==> src/rtl/lcd_pkg.sv <==
// Shared definitions for the 4-bit LCD write scheduler: FSM states,
// commands that need the long settle time, and the bus nibble width.
package lcd_pkg;

   // Width of the LCD data bus in 4-bit mode.
   localparam int LCD_NIB_W = 4;

   // These two commands need the long settle time after they are written.
   localparam logic [7:0] LCD_CMD_CLEAR = 8'h01;
   localparam logic [7:0] LCD_CMD_HOME  = 8'h02;

   // Write sequencer states.
   typedef enum logic [2:0] {
      ST_IDLE   = 3'd0,
      ST_HI_EN  = 3'd1,
      ST_HI_GAP = 3'd2,
      ST_LO_EN  = 3'd3,
      ST_WAIT   = 3'd4
   } lcd_state_e;

   // Full-byte clear/home commands need the long settle time.
   function automatic logic is_long_cmd(input logic       rs_val,
                                        input logic       nib_val,
                                        input logic [7:0] byte_val);
      logic hit;
      hit = (byte_val == LCD_CMD_CLEAR) || (byte_val == LCD_CMD_HOME);
      return (!rs_val) && (!nib_val) && hit;
   endfunction

endpackage

==> src/rtl/lcd_rr_arbiter.sv <==
// Combinational round-robin winner select. The search starts at the
// requester after the pointer and wraps around, so the last winner has the
// lowest priority.
module lcd_rr_arbiter
   import lcd_pkg::*;
#(
   parameter int NUM_REQ = 2,
   parameter int PTR_W   = 1
)
(
   input  logic [NUM_REQ-1:0] req_i,
   input  logic [PTR_W-1:0]   ptr_i,
   output logic [NUM_REQ-1:0] win_oh_o,
   output logic [PTR_W-1:0]   win_idx_o,
   output logic               win_vld_o
);

   logic             found_s;
   logic [PTR_W-1:0] cand_idx_s;
   int               cand_s;

   // Pick the first active requester after the pointer, with wrap-around.
   always_comb begin
      found_s    = 1'b0;
      cand_s     = 0;
      cand_idx_s = '0;
      win_oh_o   = '0;
      win_idx_o  = '0;
      for (int off = 1; off <= NUM_REQ; off++) begin
         cand_s     = (int'(ptr_i) + off) % NUM_REQ;
         cand_idx_s = cand_s[PTR_W-1:0];
         if (!found_s && req_i[cand_idx_s]) begin
            found_s              = 1'b1;
            win_idx_o            = cand_idx_s;
            win_oh_o[cand_idx_s] = 1'b1;
         end else begin
            found_s = found_s;
         end
      end
      win_vld_o = found_s;
   end

endmodule

==> src/rtl/lcd_write_arbiter.sv <==
// Shared write scheduler for the 4-bit HD44780-style LCD bus. Grants one
// requester at a time (round robin), splits the byte into nibbles, generates
// the EN pulses and applies the post-write settle delay. This is the only
// driver of the LCD pins.
module lcd_write_arbiter
   import lcd_pkg::*;
#(
   parameter int NUM_REQ           = 2,
   parameter int EN_HIGH_CYCLES    = 1,
   parameter int NIBBLE_GAP_CYCLES = 1,
   parameter int SHORT_WAIT_CYCLES = 1,
   parameter int LONG_WAIT_CYCLES  = 2
)
(
   input  logic                   clk,
   input  logic                   reset,
   input  logic [NUM_REQ-1:0]     req,
   input  logic [NUM_REQ-1:0]     req_rs,
   input  logic [NUM_REQ-1:0]     req_nib,
   input  logic [8*NUM_REQ-1:0]   req_data,
   output logic [NUM_REQ-1:0]     gnt,
   output logic                   busy,
   output logic                   en,
   output logic                   rs,
   output logic [LCD_NIB_W-1:0]   data
);

   localparam int MAX_EN_GAP = (EN_HIGH_CYCLES > NIBBLE_GAP_CYCLES) ?
                               EN_HIGH_CYCLES : NIBBLE_GAP_CYCLES;
   localparam int MAX_WAIT   = (SHORT_WAIT_CYCLES > LONG_WAIT_CYCLES) ?
                               SHORT_WAIT_CYCLES : LONG_WAIT_CYCLES;
   localparam int MAX_CYC    = (MAX_EN_GAP > MAX_WAIT) ? MAX_EN_GAP : MAX_WAIT;
   localparam int CNT_W      = $clog2(MAX_CYC) + 1;
   localparam int PTR_W      = (NUM_REQ > 1) ? $clog2(NUM_REQ) : 1;

   localparam logic [CNT_W-1:0] CNT_ONE   = CNT_W'(1);
   localparam logic [CNT_W-1:0] CNT_EN    = CNT_W'(EN_HIGH_CYCLES);
   localparam logic [CNT_W-1:0] CNT_GAP   = CNT_W'(NIBBLE_GAP_CYCLES);
   localparam logic [CNT_W-1:0] CNT_SHORT = CNT_W'(SHORT_WAIT_CYCLES);
   localparam logic [CNT_W-1:0] CNT_LONG  = CNT_W'(LONG_WAIT_CYCLES);
   localparam logic [PTR_W-1:0] PTR_RST   = PTR_W'(NUM_REQ - 1);

   // Sequencer state and latched transfer.
   lcd_state_e                 state_q;
   logic [CNT_W-1:0]           cnt_q;
   logic [PTR_W-1:0]           ptr_q;
   logic [7:0]                 byte_q;
   logic                       nib_q;
   logic [NUM_REQ-1:0]         gnt_q;
   logic                       busy_q;
   logic                       en_q;
   logic                       rs_q;
   logic [LCD_NIB_W-1:0]       data_q;

   // Arbiter result and winner payload.
   logic [NUM_REQ-1:0]         win_oh_s;
   logic [PTR_W-1:0]           win_idx_s;
   logic                       win_vld_s;
   logic [7:0]                 win_byte_s;
   logic                       win_rs_s;
   logic                       win_nib_s;
   logic [CNT_W-1:0]           wait_len_s;
   logic [CNT_W-1:0]           cnt_dec_d;

   lcd_rr_arbiter #(
      .NUM_REQ (NUM_REQ),
      .PTR_W   (PTR_W)
   ) u_rr (
      .req_i     (req),
      .ptr_i     (ptr_q),
      .win_oh_o  (win_oh_s),
      .win_idx_o (win_idx_s),
      .win_vld_o (win_vld_s)
   );

   // Select the winning requester's payload and derive the settle length.
   always_comb begin
      win_byte_s = req_data[{win_idx_s, 3'b000} +: 8];
      win_rs_s   = req_rs[win_idx_s];
      win_nib_s  = req_nib[win_idx_s];
      wait_len_s = is_long_cmd(rs_q, nib_q, byte_q) ? CNT_LONG : CNT_SHORT;
      cnt_dec_d  = cnt_q - CNT_ONE;
   end

   // Write sequencer: grant, nibble EN pulses and settle delay; all pin
   // outputs are registered here. rs/data only change on edges raising en.
   always_ff @(posedge clk) begin
      if (reset) begin
         state_q <= ST_IDLE;
         cnt_q   <= '0;
         ptr_q   <= PTR_RST;
         byte_q  <= 8'h00;
         nib_q   <= 1'b0;
         gnt_q   <= '0;
         busy_q  <= 1'b0;
         en_q    <= 1'b0;
         rs_q    <= 1'b0;
         data_q  <= '0;
      end else begin
         gnt_q <= '0;
         case (state_q)
            ST_IDLE: begin
               if (win_vld_s) begin
                  gnt_q   <= win_oh_s;
                  ptr_q   <= win_idx_s;
                  byte_q  <= win_byte_s;
                  nib_q   <= win_nib_s;
                  rs_q    <= win_rs_s;
                  data_q  <= win_byte_s[7:4];
                  en_q    <= 1'b1;
                  busy_q  <= 1'b1;
                  cnt_q   <= CNT_EN;
                  state_q <= ST_HI_EN;
               end else begin
                  state_q <= ST_IDLE;
               end
            end
            ST_HI_EN: begin
               if (cnt_q == CNT_ONE) begin
                  en_q <= 1'b0;
                  if (nib_q) begin
                     cnt_q   <= wait_len_s;
                     state_q <= ST_WAIT;
                  end else begin
                     cnt_q   <= CNT_GAP;
                     state_q <= ST_HI_GAP;
                  end
               end else begin
                  cnt_q <= cnt_dec_d;
               end
            end
            ST_HI_GAP: begin
               if (cnt_q == CNT_ONE) begin
                  en_q    <= 1'b1;
                  data_q  <= byte_q[3:0];
                  cnt_q   <= CNT_EN;
                  state_q <= ST_LO_EN;
               end else begin
                  cnt_q <= cnt_dec_d;
               end
            end
            ST_LO_EN: begin
               if (cnt_q == CNT_ONE) begin
                  en_q    <= 1'b0;
                  cnt_q   <= wait_len_s;
                  state_q <= ST_WAIT;
               end else begin
                  cnt_q <= cnt_dec_d;
               end
            end
            ST_WAIT: begin
               if (cnt_q == CNT_ONE) begin
                  busy_q  <= 1'b0;
                  cnt_q   <= '0;
                  state_q <= ST_IDLE;
               end else begin
                  cnt_q <= cnt_dec_d;
               end
            end
            default: begin
               en_q    <= 1'b0;
               busy_q  <= 1'b0;
               cnt_q   <= '0;
               state_q <= ST_IDLE;
            end
         endcase
      end
   end

   assign gnt  = gnt_q;
   assign busy = busy_q;
   assign en   = en_q;
   assign rs   = rs_q;
   assign data = data_q;

endmodule

==> config.mk <==
export PLATFORM = sky130hd
export DESIGN_NAME = lcd_write_arbiter
export DESIGN_NICKNAME = d
export VERILOG_FILES = /design/src/rtl/lcd_pkg.sv /design/src/rtl/lcd_rr_arbiter.sv /design/src/rtl/lcd_write_arbiter.sv
export SDC_FILE = /design/constraint.sdc
export NUM_CORES = 1
export LEC_CHECK = 0
export ABC_CLOCK_PERIOD_IN_PS = 3400
export BUFFER_PORTS_ARGS = -buffer_cell sky130_fd_sc_hd__buf_4
export CAP_MARGIN = 0
export CORE_ASPECT_RATIO = 1.4
export CORE_MARGIN = 10
export CORE_UTILIZATION = 30
export CTS_CLUSTER_DIAMETER = 120
export DETAILED_ROUTE_END_ITERATION = 8
export SYNTH_ARGS = -nofsm -noshare
export SYNTH_HDL_FRONTEND = slang
export SYNTH_HIERARCHICAL = 1
export SYNTH_SLANG_ARGS = --single-unit
==> constraint.sdc <==
create_clock -name clk -period 3.4 [get_ports clk]
set_input_delay 0.68 -clock clk [delete_from_list [all_inputs] [get_ports clk]]
set_output_delay 0.68 -clock clk [all_outputs]
set_load 0.005 [all_outputs]
==> flow_metrics.env <==
export IMPL_post_dp_cell_area_um2=1530
export IMPL_yosysTopAreaCellShare=0.375
export IMPL_grt_pass1_wl_mm=5.07
export IMPL_wl_mm=3.10
export IMPL_rsz0062_at_grt="no"
export IMPL_diodes=0
export IMPL_vias_per_cell=5.09
export IMPL_seqPwrFrac=0.476
export IMPL_layout_commonest_cell="buf_4"
export IMPL_synth_edf_count=0
export IMPL_hold_path_class="reg2reg"
export IMPL_p_clk_frac=0.209
export IMPL_areaGrowthSynthToFinish_pct=22.6
export IMPL_pre_cts_ws_ns=1.18
export IMPL_yosys_register_bits=24
export IMPL_drive_above_1_share=0.317
export IMPL_seq_area_frac_synth=0.375
export IMPL_numCtsBuffers=3
export IMPL_clkLatencyLatePin_ns=0.26
export IMPL_post_route_period_util=0.564
export IMPL_outcome="finished clean"
export IMPL_netlist_area_um2=1280
export IMPL_grt_usage=0.0871
export IMPL_p_total_mw=0.790
export IMPL_switching_share=0.319
export IMPL_cts_root_buf="clkbuf_8"
export IMPL_overflow=0
export IMPL_crit_start="req[0]"
export IMPL_ant_nets=0
export IMPL_ctsResizeCount=0
export IMPL_grt_pass1_vias=1109
export IMPL_post_route_min_period_ns=1.92
export IMPL_dieArea_um2=7320
export IMPL_final_seq_area_um2=480
export IMPL_nFillCells=422
export IMPL_clock_skew_ns=0.00241
export IMPL_fin_util=0.377
export IMPL_tightest_slew_ns=0.620
export IMPL_routedWlPerCell_um=15.0
export IMPL_dr_pass1_iters=4
export IMPL_endpoint_kind="flop"
export IMPL_ios=33
export IMPL_htree_num_levels=1
export IMPL_clkTransAtPathRegs_ns=0.08
export IMPL_min_delay_start="en"
export IMPL_postCtsSetupBuffers=0
export IMPL_fmax_mhz=522
export IMPL_die_x_um=75.2
export IMPL_finalNonFillerCells=206
export IMPL_ys_flop_type="dfxtp_1"
export IMPL_start_util=0.307
export IMPL_max_cap_violations=0
export IMPL_critPathMaxFanout=13
export IMPL_nNetsFinal=189
export IMPL_synth_nets=160
export IMPL_setup_tns_final_ns=0
export IMPL_design_area_um2=1570
export IMPL_holdWs_ns=0.487
export IMPL_antenna_found_initial=0
export IMPL_pwr_share_comb=0.315
export IMPL_drc=0
export IMPL_yosys_warnings=6
export IMPL_clock_sinks=24
export IMPL_row_count=28
export IMPL_place_hpwl_mm=2.48
export IMPL_start_kind="primary input"
export IMPL_ys_top_cells_by_area="dfxtp_1 (38%), mux2i_1 (10%), a211oi_2 (7.8%)"
export IMPL_required_ns=3.55
export IMPL_max_vdd_ir_drop_mv=0.212
export IMPL_setup_viol=0
export IMPL_slew_violations=0
export IMPL_drt_iter0_drc=16
export IMPL_cts_hold_buf=0
export IMPL_powerDensity_nw_per_um2=503
export IMPL_io_buffers=32
export IMPL_slew_headroom=0.585
export IMPL_synth_area_leader_cell="dfxtp_1"
export IMPL_gp_congestion=0.743
export IMPL_r2r_start="state_q[2]"
export IMPL_synth_area_per_cell_um2=9.56
export IMPL_synth_cell_types=37
export IMPL_final_cell_mix="buf_4 (34), dfxtp_1 (24), nor2_1 (17)"
export IMPL_async_flop_share=0
export IMPL_core_um2=4170
export IMPL_placedCellCount=203
export IMPL_syn_instance_count=134
export IMPL_worst_slack_ns=1.48
export IMPL_p_sw_mw=0.252
export IMPL_crit_type="in2reg"
export IMPL_multiInputGateArea_um2=718
export IMPL_final_hold_viol_count=0
export IMPL_p_leak_nw=0.658
export IMPL_worstPathArrival_ns=2.07
export IMPL_cts_tree="yes"
export IMPL_die_height_um=97.3
export IMPL_power_internal_mw=0.537
export IMPL_grt_max_degree=26
export IMPL_cts_path_max_buffers=2
export IMPL_vias=1048
## cells in the mapped netlist (3+ instances only)
cell type	count
a211oi_2	8
a21oi_1	3
buf_2	3
buf_4	4
dfxtp_1	24
inv_1	5
mux2_2	4
mux2i_1	13
nand2_1	3
nand2b_1	6
nor2_1	17
nor2b_1	4
nor3_1	3
o21ai_0	3
o22ai_1	5
## critical path, cell delays in order
cell	delay (ns)
buf_4	0.10
or2_1	0.17
nor4b_4	0.55
buf_4	0.32
mux2i_1	0.20
nor2_1	0.05
## kinds of logic (layout without fill, tap and decap cells)
group / Yosys count / count (layout) / share of synthesized area
AO/OA/AOI/OAI: 29 / 29 / 0.188
adder cells (fa/ha/maj): 2 / 2 / 0.0195
multiplexers: 17 / 17 / 0.137
XOR/XNOR: 1 / 1 / 0.00684
buffers and inverters: 15 / 42 / 0.0645
flip-flops: 24 / 24 / 0.375
AND/OR/NAND/NOR: 46 / 46 / 0.209
## worst paths after layout
kind                            cells after the start   endpoint  slack [ns]
worst max-delay path                                6  byte_q[7]        1.48
worst min-delay path                                2         en        0.49
worst max register to register                      4  byte_q[7]        1.57
worst min register to register                      2         en        0.49
## registers in the layout, summed over array words and instances (netlist names)
signal / count
gnt: 2
rs: 1
nib_q: 1
cnt_q: 2
en: 1
ptr_q: 1
state_q: 3
byte_q: 8
busy: 1
data: 4
## cell type report
class / count / area share
Tap cell: 45 / 0.0359
Multi-Input combinational cell: 95 / 0.457
Sequential cell: 24 / 0.306
Clock buffer: 3 / 0.0263
Inverter: 5 / 0.0120
Timing Repair Buffer: 34 / 0.163
## power by group through the flow
stage	Clock [mW]	Combinational [mW]	Sequential (mW)
after floorplan	0	0.194	0.362
after global placement	0	0.244	0.381
after detailed placement	0	0.253	0.383
after CTS	0.172	0.254	0.377
after global routing	0.179	0.279	0.385
final	0.165	0.248	0.376
## per-layer routing
metal,share of wire,GRT usage,vias up
li1,-,-,534
met1,0.38,0.0857,490
met2,0.57,0.161,20
met3,0.039,0.0245,4
met4,0.010,0.0344,0
met5,0,0,-
Power figures use the tool's default switching activity.
